File: src/rtl/bram_arbiter.sv
// Arbitrates NUM_CH level-held requests onto one single-port BRAM; grant/BRAM drive are same-cycle combinational,
// read data returns READ_LAT+1 cycles after grant; no backpressure, losing channels simply keep holding their request.
module bram_arbiter #(
  parameter int NUM_CH   = 2,
  parameter int ADDR_W   = 16,
  parameter int DATA_W   = 8,
  parameter int READ_LAT = 1,
  parameter int RR_MODE  = 1
) (
  input  logic                       I_CLK,
  input  logic                       I_RESET,
  input  logic [NUM_CH*ADDR_W-1:0]   I_ADDR,
  input  logic [NUM_CH*DATA_W-1:0]   I_WDATA,
  input  logic [NUM_CH-1:0]          I_WE_L,
  input  logic [NUM_CH-1:0]          I_RE_L,
  output logic [NUM_CH-1:0]          O_GRANT,
  output logic [NUM_CH*DATA_W-1:0]   O_RDATA,
  output logic [NUM_CH-1:0]          O_RVALID,
  output logic                       O_BRAM_EN,
  output logic                       O_BRAM_WE,
  output logic [ADDR_W-1:0]          O_BRAM_ADDR,
  output logic [DATA_W-1:0]          O_BRAM_DIN,
  input  logic [DATA_W-1:0]          I_BRAM_DOUT
);

  localparam int CH_W = (NUM_CH > 1) ? $clog2(NUM_CH) : 1;

  logic [NUM_CH-1:0]   req;
  logic [CH_W-1:0]     rr_ptr;
  logic [CH_W-1:0]     win_id;
  logic                win_vld;
  logic                win_wr;
  logic                rd_go;
  logic [READ_LAT-1:0] pipe_vld;
  logic [CH_W-1:0]     pipe_id [READ_LAT];

  assign req = ~I_WE_L | ~I_RE_L;

  // Fixed priority is the round-robin search with the start point pinned at ch0.
  always_comb begin
    int idx;
    win_vld = 1'b0;
    win_id  = '0;
    idx     = 0;
    if (!I_RESET) begin
      for (int k = 0; k < NUM_CH; k++) begin
        idx = (RR_MODE != 0) ? int'(rr_ptr) + k : k;
        if (idx >= NUM_CH) idx = idx - NUM_CH;
        if (!win_vld && req[CH_W'(idx)]) begin
          win_vld = 1'b1;
          win_id  = CH_W'(idx);
        end
      end
    end
  end

  assign win_wr    = ~I_WE_L[win_id];
  assign rd_go     = win_vld & ~win_wr;
  assign O_GRANT   = win_vld ? (NUM_CH'(1) << win_id) : '0;
  assign O_BRAM_EN = win_vld;
  assign O_BRAM_WE = win_vld & win_wr;

  // win_id stays 0 when idle, so the idle BRAM bus carries ch0's fields.
  always_comb begin
    O_BRAM_ADDR = I_ADDR[ADDR_W-1:0];
    O_BRAM_DIN  = I_WDATA[DATA_W-1:0];
    for (int i = 1; i < NUM_CH; i++) begin
      if (win_id == CH_W'(i)) begin
        O_BRAM_ADDR = I_ADDR[i*ADDR_W +: ADDR_W];
        O_BRAM_DIN  = I_WDATA[i*DATA_W +: DATA_W];
      end
    end
  end

  always_ff @(posedge I_CLK) begin
    if (I_RESET) begin
      rr_ptr <= '0;
    end else if (win_vld) begin
      rr_ptr <= (win_id == CH_W'(NUM_CH - 1)) ? '0 : win_id + 1'b1;
    end
  end

  always_ff @(posedge I_CLK) begin
    pipe_id[0] <= win_id;
    for (int s = 1; s < READ_LAT; s++) begin
      pipe_id[s] <= pipe_id[s-1];
    end
  end

  // Last pipe stage lines up with BRAM dout; capturing it here adds the final cycle of latency.
  always_ff @(posedge I_CLK) begin
    if (I_RESET) begin
      pipe_vld <= '0;
      O_RVALID <= '0;
      O_RDATA  <= '0;
    end else begin
      pipe_vld[0] <= rd_go;
      for (int s = 1; s < READ_LAT; s++) begin
        pipe_vld[s] <= pipe_vld[s-1];
      end
      O_RVALID <= pipe_vld[READ_LAT-1] ? (NUM_CH'(1) << pipe_id[READ_LAT-1]) : '0;
      if (pipe_vld[READ_LAT-1]) begin
        for (int i = 0; i < NUM_CH; i++) begin
          if (pipe_id[READ_LAT-1] == CH_W'(i)) begin
            O_RDATA[i*DATA_W +: DATA_W] <= I_BRAM_DOUT;
          end
        end
      end
    end
  end

endmodule

File: config.mk
export PLATFORM = sky130hd
export DESIGN_NAME = bram_arbiter
export DESIGN_NICKNAME = d
export VERILOG_FILES = /design/src/rtl/bram_arbiter.sv
export SDC_FILE = /design/constraint.sdc
export NUM_CORES = 1
export LEC_CHECK = 0
export ABC_AREA = 1
export CORE_ASPECT_RATIO = 0.8
export CORE_UTILIZATION = 31
export DETAILED_ROUTE_END_ITERATION = 6
export PLACE_DENSITY = 0.85
export SETUP_SLACK_MARGIN = 0.05
export SYNTH_ARGS = -nofsm -noshare
export SYNTH_HDL_FRONTEND = slang
export SYNTH_SLANG_ARGS = --single-unit
File: constraint.sdc
create_clock -name I_CLK -period 1.8 [get_ports I_CLK]
set_clock_uncertainty 0.15 [all_clocks]
set_input_delay 0.36 -clock I_CLK [delete_from_list [all_inputs] [get_ports I_CLK]]
set_output_delay 0.36 -clock I_CLK [all_outputs]
set_load 0.05 [all_outputs]
### Word level (Yosys, flattened, before mapping)

Memory sizes are Yosys's and may differ from the RTL's.
Cells that the tools add are included.

* shift-type cells: 2
* muxes and demuxes: 21
* order comparisons: 5
* reductions and logical operators: 5
* equal/unequal tests: 0
* divide/modulo/power cells: 0
* bitwise operators: 8
* add/sub/neg operators: 4
* multiply operators: 0

Operator list (number)
* $mux W1: 18
* $mux W16: 1
* $mux W8: 1
* $lt A1 B3 Y1 const B: 2
* $not A1 Y1: 5
* $reduce_and A2 Y1: 2
* $shl A1 B1 Y2 const A: 2
* $add A1 B1 Y2 const B: 1
* $and A1 B1 Y1: 2
* $ge A1 B2 Y1 const B: 1
* $ge A2 B2 Y1 const B: 1
* $lt A1 B2 Y1 const B: 1
* $mux W2: 1
* $reduce_or A2 Y1: 1
* $sub A1 B1 Y1 const B: 2
* $add A1 B1 Y1 const B: 1
* $logic_and A1 B1 Y1: 1
* $logic_not A1 Y1: 1
* $or A1 B1 Y1: 1

* logic and storage cells: 51
* bits in writable memories: 1
* bits in read-only memories: 0
* flip-flop bits (word level): 20
* memories: 1
* bits in latches: 0
* input port bits: 62

Memory list
* pipe_id: depth 1, bits a word 1, rd ports 1, clocked after Yosys merged registers in 0, write ports 1, line 35 `logic [CH_W-1:0] pipe_id [READ_LAT];`

### Depth between registers and ports, before layout

Gate-level depths: netlist (run 1).

* depth in word-level cells: 16
* mapped depth: 6

### Worst setup path before layout (run 1)

Ideal clock, no wire load.

* path type: input to output
* from: input port I_RESET
* to: output port O_BRAM_WE
* data required time: 1290 ps
* path slack: -136 ps
* stages: 4
* arrival: 1426 ps
* cell sequence: inv_1 -> buf_2 -> nand2_1 -> nor2_1

* longest elaborated chain between the ends: 5
* elaborated cells on any way between the ends: 6
* those cells by class: mux: 4; bitwise: 2

Ends and longest elaborated chain
* start, declared: line 11 `input logic I_RESET,`
* $mux W1: line 45 `if (!I_RESET) begin`
* $mux W1 (not written as such) (2 in a row): line 57 `assign win_wr = ~I_WE_L[win_id];`
* $not A1 Y1: line 57
* $and A1 B1 Y1 (*): line 61 `assign O_BRAM_WE = win_vld & win_wr;`
* end, declared: line 20 `output logic O_BRAM_WE,`

Every way passes the cells marked *; elsewhere a longest branch is shown, timed or not. The select of a mux whose other input is x is not followed.

### Final worst setup path (run 1)

* from: register rr_ptr
* to: output port O_BRAM_ADDR[11]

* longest elaborated chain between the ends: 7
* elaborated cells on any way between the ends: 13
* those cells by class: add/sub: 3; order compare: 2; mux: 8

Ends and longest elaborated chain
* start, declared: line 29 `logic [CH_W-1:0] rr_ptr;`
* start signal, assigned: line 79 `rr_ptr <= (win_id == CH_W'(NUM_CH - 1)) ? '0 : win_id + 1'b1;`
* $add A1 B1 Y2, or another cell as far along: line 47 `idx = (RR_MODE != 0) ? int'(rr_ptr) + k : k;`
* $ge A2 B2 Y1, or another cell as far along: line 48 `if (idx >= NUM_CH) idx = idx - NUM_CH;`
* $mux W1, on equally long branches: line 48, 45
* $mux W1, on equally long branches: line 45, 49
* $mux W1 (*): line 49 `if (!win_vld && req[CH_W'(idx)]) begin`
* $mux W1 (*): line 45
* $mux W16 (*): line 68 `if (win_id == CH_W'(i)) begin`
* end, declared: line 21 `output logic [ADDR_W-1:0] O_BRAM_ADDR,`

Marked as above.

==> results by group, run 1 <==
Yosys
  – Mean area per synthesized cell: about 6 um2
  – Synthesized Nets: about 240
  – Largest area contributor in the netlist: dfxtp_1
  – Synth Cell Area: 1060 um2
  – #FFs+latches synth: 21
  – Largest cells by area after synthesis: dfxtp_1 40%, nand2_1 28%, nor2_1 13%
  – Yosys warns: 0
  – Post-synth top area share: 39.7%
  – Register area share after synthesis: 39.7%
  – Unique cell type count in the Yosys netlist: 13
  – Syn Inst Count: 173

CTS
  – H-tree depth: 1
  – Clk sinks: 21
  – CTS buffer count: 3
  – Worst skew pair latency: between 0.2 and 0.3 ns
  – Clk buf depth: 2
  – CTS tree: done
  – CTS root buf: clkbuf_8
  – Cts hold-fix bufs: 0
  – Worst-path clk slew: about 0.07 ns

Setup path
  – Worst Path Buf+Inv: 3
  – Critical path's most frequent cell: buf_12
  – Critical Path RT: roughly 1.3 ns
  – CP max FO: 5
  – Worst setup SP type: flop
  – Cells along the critical path: nand3_4 > buf_12 > buf_12 > nand2_8 > nand2_4 > buf_12
  – Max incr delay on CP: 0.35 ns
  – Critical Path End Type: primary output
  – Crit path kind: flop to primary output
  – Slowest CP cell: dfxtp_2
  – Delay-heaviest family, CP: buffers and inverters
  – Arrival time worst endpoint: between 1 and 1.5 ns

STA
  – Final setup fails: 14
  – TNS Setup: -0.254 ns
  – Setup WS post-layout: -0.0340 ns
  – Fin crit share: 102%
  – Slew @ Worst Pin: 0.320 ns
  – Hold Slack: between 0.15 and 0.2 ns
  – Fmax: 545 MHz
  – RSZ-0062 raised after global routing: yes
  – Slew headroom: 78.6%
  – Final Hold Fails: 0
  – Tmin final: roughly 1.8 ns
  – Slew Limit Fails: 0

Die
  – Die Area: 3650 um2
  – Die width: ~67 um
  – IO Count: between 100 and 150
  – Initial Util: between 30% and 40%
  – Core area: around 3200 um2
  – # rows: 18
  – Die Ht: around 54 um

Cells and area
  – ANT cells: 0
  – Commonest non-fill, non-tap cell in the layout: clkdlybuf4s50_1
  – Design Area, Final: approximately 2900 um2
  – Post-layout util: between 80% and 90%
  – Layout cells sized above 1: a little over two fifths
  – Most frequent cells in the layout: 56 x clkdlybuf4s50_1, 37 x nor2_1, 34 x nand2_2, 31 x buf_12, 26 x buf_4
  – Layout area overhead: 169%
  – Fin nets: approximately 360
  – Layout fillers: between 100 and 150

Global routing
  – Global-route wire length before repair: between 7 and 8 mm
  – Initial antenna violation count: 0
  – All-Layer GR Usage: a little under a third
  – Number of global-route vias before repair: roughly 1700
  – Overflow after GRT: 0
  – Largest net degree at the start of global routing: 17

Placed design
  – Dpl cell area: 2440 um2
  – HPWL Detailed: between 3 and 4 mm
  – GP Congestion: just under 0.8
  – Port Buf Inserts: ~110

Detailed routing
  – DR vias/cell: about 5
  – Initial DRC Count: 93
  – Via count: 1721
  – WL per Instance: about 18 um
  – Final ANT Viol Nets: 0
  – Drc violations: 0
  – Final wirelength: around 6 mm
  – Pre-Repair DR Iteration Count: 4

Outcome
  – Failing checks: negative setup slack
  – Outcome: finished with violations

Power and ir drop
  – Net Sw Frac: about two fifths
  – Combinational Power Share: a little over half
  – Pint: ~1100 uW
  – Total Power: 1770 uW
  – Register share of total power: between 20% and 30%
  – Max IR drop VDD: approximately 380 uV
  – Clock power frac: between 15 and 20%
  – Leak: between 0.001 and 0.0015 uW
  – Pwr/cell area: a little over 600 nW/um2
  – Sw Pwr: between 600 and 700 uW

Flow run
  – Max-Cap Viols: 0

Worst hold path
  – HP Class: input pin to flop
==> worst paths after layout <==
kind | start | endpoint | slack [ns] | cells past startpoint
hold reg to reg | O_RDATA[12] | O_RDATA[12] | 0.34 | 2
setup reg to reg | pipe_id[0] | O_RDATA[3] | 0.37 | 5
hold / removal | I_RESET | O_RVALID[1] | 0.16 | 2
setup / recovery | rr_ptr | O_BRAM_ADDR[11] | -0.03 | 6
==> stage by stage <==
step / std cells / setup WS (ns)
2_1_floorplan: 173 / -0.136
3_3_place_gp: 323 / -0.362
5_1_grt: 334 / -0.0795
4_1_cts: 334 / -0.0191
3_5_place_dp: 323 / -0.420
6_report: 334 / -0.0340
==> kinds of logic (layout without fill, tap and decap cells) <==
family	Yosys count	in the layout	synth area share, %
flops	21	21	39.7
compound gates	18	18	8.75
buf+inv	14	135	6.97
simple gates	120	120	44.6
==> registers in the layout, indices dropped and copies added (netlist names) <==
register  count
O_RDATA      16
O_RVALID      2
pipe_id       1
pipe_vld      1
rr_ptr        1
==> cells in the mapped netlist <==
library cell / count
a21o_1: 1
buf_2: 3
buf_6: 2
clkbuf_1: 1
dfxtp_1: 21
inv_1: 7
inv_4: 1
nand2_1: 78
nand2_2: 1
nand3_4: 1
nand4_1: 2
nor2_1: 38
o21ai_0: 17
==> per-layer routing <==
layer	wire [um]	GRT usage, %	part of all wire [%]	up-vias
li1	-	-	-	782
met1	2140	33.0	36	825
met2	3350	54.2	56	98
met3	374	8.33	6.2	16
met4	153	16.3	2.5	0
met5	0	0	0	-
==> repair_timing <==
item,in CTS,in global routing
setup endpoints to repair,28,26
pin swaps,13,12
buffers inserted,5,1
cloned,2,1
resized for setup,82,25
==> power groups by stage <==
stage          Clock [uW]  Combinational, uW  Sequential [uW]
2_1_floorplan           0                308              582
3_3_place_gp            0                817              512
3_5_place_dp            0                829              513
4_1_cts               299                915              503
5_1_grt               323               1000              507
6_report              301                965              506
==> cell type report <==
cell class,count,area (um2),area share (%)
well taps,40,50.0,1.76
repair buffers,121,1450,50.9
clock buffers,4,45.0,1.58
flip-flops and latches,21,422,14.8
multi-input cells,138,808,28.3
repair inverters,2,27.5,0.965
inverters,8,46.3,1.62
Note: power is estimated with default switching activity, not from simulation.
==> run 2, diff against run 1 <==
--- a/config.mk
+++ b/config.mk
@@ -11,6 +11,7 @@
 export DETAILED_ROUTE_END_ITERATION = 6
 export PLACE_DENSITY = 0.85
 export SETUP_SLACK_MARGIN = 0.05
+export SKIP_LAST_GASP = 1
 export SYNTH_ARGS = -nofsm -noshare
 export SYNTH_HDL_FRONTEND = slang
 export SYNTH_SLANG_ARGS = --single-unit
==> results by group, run 2 (synthesis gave the netlist of run 1 again) <==
Cells and area
  – Largest register FFs: 16 (unchanged)
  – Layout fillers: 148 (was 139)
  – ANT cells: 0 (unchanged)
  – Most frequent cells in the layout: 57 x clkdlybuf4s50_1, 41 x nand2_2, 36 x nor2_1, 30 x buf_12, 29 x buf_4 (was 56 x clkdlybuf4s50_1, 37 x nor2_1, 34 x nand2_2, 31 x buf_12, 26 x buf_4)
  – Layout cells sized above 1: 44.1% (was 43.9%)
  – Most flop-heavy register: O_RDATA (unchanged)
  – Commonest non-fill, non-tap cell in the layout: clkdlybuf4s50_1 (unchanged)
  – Largest registers: O_RDATA (16), O_RVALID (2) (unchanged)
  – Layout area overhead: 165% (was 169%)
  – Final std cells w/o fill: 337 (was 334)
  – Fin nets: 360 (was 357)
  – Post-layout util: 88.5% (was 89.8%)

CTS
  – CTS buffer count: 3 (unchanged)
  – Worst skew pair latency: 0.25 ns (was 0.26 ns)
  – Clk buf depth: 2 (unchanged)
  – CTS root buf: clkbuf_8 (unchanged)
  – H-tree depth: 1 (unchanged)
  – Worst-path clk slew: 0.07 ns (about the same)
  – CTS tree: done (unchanged)
  – Cts hold-fix bufs: 0 (unchanged)
  – Clk sinks: 21 (unchanged)

Detailed routing
  – WL per Instance: 17.8 um (was 18.0 um)
  – Final ANT Viol Nets: 0 (unchanged)
  – Initial DRC Count: 151 (was 93)
  – Via count: 1743 (was 1721)
  – DR vias/cell: 5.17 (was 5.15)
  – Pre-Repair DR Iteration Count: 4 (unchanged)
  – Drc violations: 0 (unchanged)
  – Final wirelength: 5.99 mm (was 6.02 mm)

Global routing
  – Met3 usage: 7.50% (was 8.33%)
  – Gr busiest metal: met2 (unchanged)
  – M2 GR Usage: 56.5% (was 54.2%)
  – Grt met1 use: 30.6% (was 33.0%)
  – Initial antenna violation count: 0 (unchanged)
  – All-Layer GR Usage: 29.6% (was 30.3%)
  – Number of global-route vias before repair: 1691 (was 1688)
  – Global-route wire length before repair: 7.71 mm (was 7.86 mm)
  – Largest net degree at the start of global routing: 17 (unchanged)
  – Overflow after GRT: 0 (unchanged)

Power and ir drop
  – Max IR drop VDD: 392 uV (was 380 uV)
  – Total Power: 1760 uW (was 1770 uW)
  – Leak: 0.00129 uW (was 0.00131 uW)
  – Pwr/cell area: 627 nW/um2 (was 622 nW/um2)

STA
  – Fin crit share: 105% (was 102%)
  – Final setup fails: 25 (was 14)
  – Slew Limit Fails: 0 (unchanged)
  – Final Hold Fails: 0 (unchanged)
  – TNS Setup: -0.951 ns (was -0.254 ns)
  – Tmin final: 1.88 ns (was 1.83 ns)
  – RSZ-0062 raised after global routing: yes (unchanged)
  – Slew headroom: 79.4% (was 78.6%)
  – Setup WS post-layout: -0.0844 ns (was -0.0340 ns)
  – Fmax: 531 MHz (was 545 MHz)
  – Slew @ Worst Pin: 0.309 ns (was 0.320 ns)

Die
  – IO Count: 108 (unchanged)
  – Die width: 67.3 um (unchanged)
  – Die Ht: 54.3 um (unchanged)
  – Initial Util: 33.3% (unchanged)
  – Core area: 3180 um2 (unchanged)
  – Die Area: 3650 um2 (unchanged)
  – # rows: 18 (unchanged)

Setup path
  – Critical path's most frequent cell: nand2_1 (was buf_12)
  – Critical Path RT: 1.29 ns (about the same)
  – Slowest CP cell: dfxtp_2 (unchanged)
  – Critical Path End Type: primary output (unchanged)
  – Arrival time worst endpoint: 1.37 ns (was 1.32 ns)
  – CP max FO: 4 (was 5)
  – Crit path kind: flop to primary output (unchanged)
  – Max incr delay on CP: 0.36 ns (was 0.35 ns)
  – Worst setup SP type: flop (unchanged)
  – Cells along the critical path: nand3_4 > buf_4 > nand2_1 > nand2_1 > nor2_2 > buf_12 (was nand3_4 > buf_12 > buf_12 > nand2_8 > nand2_4 > buf_12)

Placed design
  – GP Congestion: 0.785 (unchanged)
  – HPWL Detailed: 3.51 mm (unchanged)
  – Worst slack, placed: -0.420 ns (unchanged)
  – Post-Place Cells: 323 (unchanged)
  – Port Buf Inserts: 106 (unchanged)

Worst hold path
  – HP Class: input pin to flop (unchanged)

Outcome
  – Outcome: finished with violations (unchanged)
  – Failing checks: negative setup slack (unchanged)

Flow run
  – Max-Cap Viols: 0 (unchanged)
## run 2: cell types whose count changed in the layout (fill, tap and decap cells not counted), sizes merged
cell / delta
clkdlybuf4s50: +1
buf: +3
dlymetal6s2s: -1
## run 2: final timing paths
path	start	end	slack, ns	cells after the start
max reg2reg	rr_ptr	rr_ptr	0.41	6
min	I_RESET	O_RVALID[0]	0.20	2
min reg2reg	O_RDATA[1]	O_RDATA[1]	0.34	2
max	rr_ptr	O_BRAM_WE	-0.08	6
## run 2: final cells by class
class / count / area (um2) / area share (%)
multi-input combinational: 138 / 752 / 26.8
timing repair buffer: 124 / 1470 / 52.2
timing repair inverter: 2 / 27.5 / 0.980
clock buffer: 4 / 45.0 / 1.60
tap: 40 / 50.0 / 1.78
inverter: 8 / 46.3 / 1.65
sequential: 21 / 422 / 15.0
## run 2: metrics by stage
step / cell area (um2) / hold WS, ns
2_1_floorplan: 1060 / 0.282
3_3_place_gp: 2440 / 0.314
3_5_place_dp: 2440 / 0.323
4_1_cts: 2740 / 0.161
5_1_grt: 2810 / 0.178
6_report: 2810 / 0.197
## run 2: what timing repair did
item                                    in CTS  in global routing
resized for setup                           75                 19
setup buffers                                5                  4
cloned                                       2                  1
endpoints found under the setup margin      28                 27
pin swaps                                   13                  8
## run 2: worst max-delay path, delay by kind of cell, from the launching register on
kind | cells | cell delay [ns]
DFF | 1 | 0.36
buffers and inverters | 2 | 0.33
and+or+nand+nor | 4 | 0.42
## run 2: report_power, final
group	leakage (uW)	switching, uW	internal, uW
Clock	0.0000228	146	158
Combinational	0.00110	512	442
Sequential	0.000172	14.4	490
## run 2: per-layer routing
metal  vias up  share of wire (%)
met5         -                  0
met4         0                3.3
met3        20                6.1
met2       111                 54
met1       826                 37
li1        786                  -
==> run 3, diff against run 2 <==
--- a/config.mk
+++ b/config.mk
@@ -5,12 +5,14 @@
 export SDC_FILE = /design/constraint.sdc
 export NUM_CORES = 1
 export LEC_CHECK = 0
-export ABC_AREA = 1
+export CELL_PAD_IN_SITES_DETAIL_PLACEMENT = 0
+export CELL_PAD_IN_SITES_GLOBAL_PLACEMENT = 2
 export CORE_ASPECT_RATIO = 0.8
-export CORE_UTILIZATION = 31
+export CORE_UTILIZATION = 16
 export DETAILED_ROUTE_END_ITERATION = 6
-export PLACE_DENSITY = 0.85
+export PLACE_DENSITY_LB_ADDON = 0.1
 export SETUP_SLACK_MARGIN = 0.05
+export SKIP_CTS_REPAIR_TIMING = 1
 export SKIP_LAST_GASP = 1
 export SYNTH_ARGS = -nofsm -noshare
 export SYNTH_HDL_FRONTEND = slang
==> results by group, run 3 <==
Placed design
  – Dpl cell area: 2270 um2 (was 2440 um2)
  – HPWL Detailed: 3.60 mm (was 3.51 mm)
  – GP Congestion: 0.696 (was 0.785)
  – Post-Place Cells: 313 (was 323)
  – Port Buf Inserts: 106 (unchanged)

CTS
  – Worst skew pair latency: 0.26 ns (was 0.25 ns)
  – CTS tree: done (unchanged)
  – Clk sinks: 21 (unchanged)
  – CTS buffer count: 3 (unchanged)
  – CTS root buf: clkbuf_8 (unchanged)
  – Clk buf depth: 2 (unchanged)
  – H-tree depth: 1 (unchanged)
  – Worst-path clk slew: 0.07 ns (about the same)

Power and ir drop
  – Max IR drop VDD: 253 uV (was 392 uV)
  – Leak: 0.00113 uW (was 0.00129 uW)
  – Pwr/cell area: 617 nW/um2 (was 627 nW/um2)

Detailed routing
  – Final ANT Viol Nets: 0 (unchanged)
  – DR vias/cell: 3.93 (was 5.17)
  – Via count: 1271 (was 1743)
  – WL per Instance: 14.7 um (was 17.8 um)
  – Pre-Repair DR Iteration Count: 4 (unchanged)
  – Drc violations: 0 (unchanged)
  – Final wirelength: 4.75 mm (was 5.99 mm)
  – Initial DRC Count: 39 (was 151)

Setup path
  – Max incr delay on CP: 0.52 ns (was 0.36 ns)
  – Critical Path RT: 1.29 ns (about the same)
  – Delay-heaviest family, CP: flip-flops (was simple AND/OR/NAND/NOR gates)
  – Critical Path End Type: primary output (unchanged)
  – CP max FO: 7 (was 4)
  – Worst Path Buf+Inv: 1 (was 2)
  – Reg-to-Reg Start: pipe_vld (was rr_ptr)
  – Crit path kind: flop to primary output (unchanged)
  – CP startpoint: rr_ptr (unchanged)
  – Slowest CP cell: dfxtp_4 (was dfxtp_2)
  – Cells along the critical path: nand2_8 > mux2_4 > buf_8 (was nand3_4 > buf_4 > nand2_1 > nand2_1 > nor2_2 > buf_12)
  – Worst setup SP type: flop (unchanged)
  – Arrival time worst endpoint: 1.39 ns (was 1.37 ns)

Outcome
  – Failing checks: negative setup slack (unchanged)
  – Outcome: finished with violations (unchanged)

Global routing
  – Overflow after GRT: 0 (unchanged)
  – Global-route wire length before repair: 6.77 mm (was 7.71 mm)
  – Number of global-route vias before repair: 1278 (was 1691)
  – Initial antenna violation count: 0 (unchanged)
  – All-Layer GR Usage: 11.1% (was 29.6%)
  – Largest net degree at the start of global routing: 27 (was 17)

Yosys
  – Post-synth top area share: 36.0% (was 39.7%)
  – Synthesized Nets: 182 (was 235)
  – Register area share after synthesis: 36.0% (was 39.7%)
  – Mean area per synthesized cell: 9.74 um2 (was 6.12 um2)
  – Synth Cell Area: 1170 um2 (was 1060 um2)
  – Asr flop ratio synth: 0% (unchanged)
  – Largest cells by area after synthesis: dfxtp_1 36%, mux2_4 23%, nand2_1 8.0% (was dfxtp_1 40%, nand2_1 28%, nor2_1 13%)
  – Ys flop type: dfxtp_1 (unchanged)
  – Yosys warns: 0 (unchanged)
  – Largest area contributor in the netlist: dfxtp_1 (unchanged)
  – Commonest cells in the netlist: 25 x nand2_1, 21 x dfxtp_1, 18 x mux2_4, 16 x a21oi_1, 8 x nand3_1 (was 78 x nand2_1, 38 x nor2_1, 21 x dfxtp_1, 17 x o21ai_0, 7 x inv_1)
  – #FFs+latches synth: 21 (unchanged)
  – EDFF count, synth: 0 (unchanged)
  – Unique cell type count in the Yosys netlist: 23 (was 13)
  – Syn Inst Count: 120 (was 173)
  – Most common cell in the synthesized netlist: nand2_1 (unchanged)

STA
  – RSZ-0062 raised after global routing: yes (unchanged)
  – Slew @ Worst Pin: 0.440 ns (was 0.309 ns)
  – Fmax: 527 MHz (was 531 MHz)
  – Slew headroom: 70.6% (was 79.4%)
  – Tmin final: 1.90 ns (was 1.88 ns)
  – TNS Setup: -2.03 ns (was -0.951 ns)
  – Final Hold Fails: 0 (unchanged)
  – Slew Limit Fails: 0 (unchanged)
  – Fin crit share: 105% (about the same)
  – Setup WS post-layout: -0.0968 ns (was -0.0844 ns)
  – Final setup fails: 25 (unchanged)

Cells and area
  – Final std cells w/o fill: 323 (was 337)
  – Post-layout util: 36.5% (was 88.5%)
  – Largest register FFs: 16 (unchanged)
  – Layout fillers: 706 (was 148)
  – Layout area overhead: 118% (was 165%)
  – Most frequent cells in the layout: 57 x clkdlybuf4s50_1, 30 x buf_4, 25 x nand2_1, 24 x mux2_4, 24 x buf_6 (was 57 x clkdlybuf4s50_1, 41 x nand2_2, 36 x nor2_1, 30 x buf_12, 29 x buf_4)
  – Most flop-heavy register: O_RDATA (unchanged)
  – Layout cells sized above 1: 41.9% (was 44.1%)
  – Design Area, Final: 2540 um2 (was 2810 um2)
  – Largest registers: O_RDATA (16), O_RVALID (2) (unchanged)
  – ANT cells: 0 (unchanged)
  – Commonest non-fill, non-tap cell in the layout: clkdlybuf4s50_1 (unchanged)
  – Fin nets: 299 (was 360)

Die
  – Die Ht: 78.4 um (was 54.3 um)
  – Initial Util: 16.8% (was 33.3%)
  – IO Count: 108 (unchanged)
  – Die Area: 7650 um2 (was 3650 um2)
  – Core area: 6960 um2 (was 3180 um2)
  – # rows: 27 (was 18)
  – Die width: 97.6 um (was 67.3 um)

Worst hold path
  – Hold path start: O_RDATA[5] (was I_RESET)
  – HP Class: flop to flop (was input pin to flop)

Flow run
  – Max-Cap Viols: 0 (unchanged)
run 3: cell count changes in the layout (fill, tap and decap cells not counted), moves of 3 or more:
cell,previous run,this run
nor2_1,36,3
inv_1,5,1
buf_2,3,0
o21ai_0,17,0
nand3_1,0,8
a21oi_1,0,16
mux2_4,0,24
nand2_4,11,1
nand2_8,0,4
buf_12,30,2
buf_6,3,24
nand2_2,41,0
run 3: path summary, 6_finish.rpt:
kind                    end  slack [ns]  cells after the start
min              O_RDATA[5]        0.31                      2
max          O_BRAM_ADDR[9]        -0.1                      3
min reg2reg      O_RDATA[5]        0.31                      2
max reg2reg      O_RDATA[7]        0.42                      3
run 3: cell families after synthesis:
kind of cell | synth area share, %
AOI/OAI and AO/OA | 7.60
DFF | 36.0
buffers and inverters | 7.07
and+or+nand+nor | 18.8
xor gates and xnor gates | 0.750
muxes | 29.8
run 3: per-stage QoR:
stage | hold slack, ns | total power [uW] | worst slack (ns)
finish | 0.311 | 1570 | -0.0968
global placement | 0.295 | 1180 | -0.569
CTS | 0.313 | 1510 | -0.612
detailed placement | 0.302 | 1180 | -0.605
global route | 0.341 | 1650 | -0.153
floorplan | 0.346 | 912 | 0.0515
run 3: layout make-up:
cell class / count / area (um2) / area share (%)
repair buffers: 118 / 1160 / 45.6
multi-input cells: 90 / 778 / 30.6
clock inverters: 1 / 5.00 / 0.197
clock buffers: 3 / 41.3 / 1.62
inverters: 3 / 26.3 / 1.03
flip-flops and latches: 21 / 424 / 16.7
well taps: 87 / 109 / 4.28
run 3: worst min-delay path, stage by stage, from the launching register on:
cell and delay, ns:
dfxtp_1 0.32, nand2_1 0.05, a21oi_1 0.05
run 3: metal layers:
metal | wire length (um) | up-vias | global-route usage (%)
li1 | - | 641 | -
met4 | 25 | 0 | 2.50
met5 | 0 | - | 0
met1 | 2030 | 581 | 13.3
met2 | 2440 | 45 | 19.3
met3 | 258 | 4 | 3.65
run 3: report_power, final:
group / total (uW) / internal, uW / switching (uW)
logic: 737 / 355 / 382
registers: 518 / 484 / 34.2
clock network: 314 / 154 / 160
total: 1570 / 993 / 576
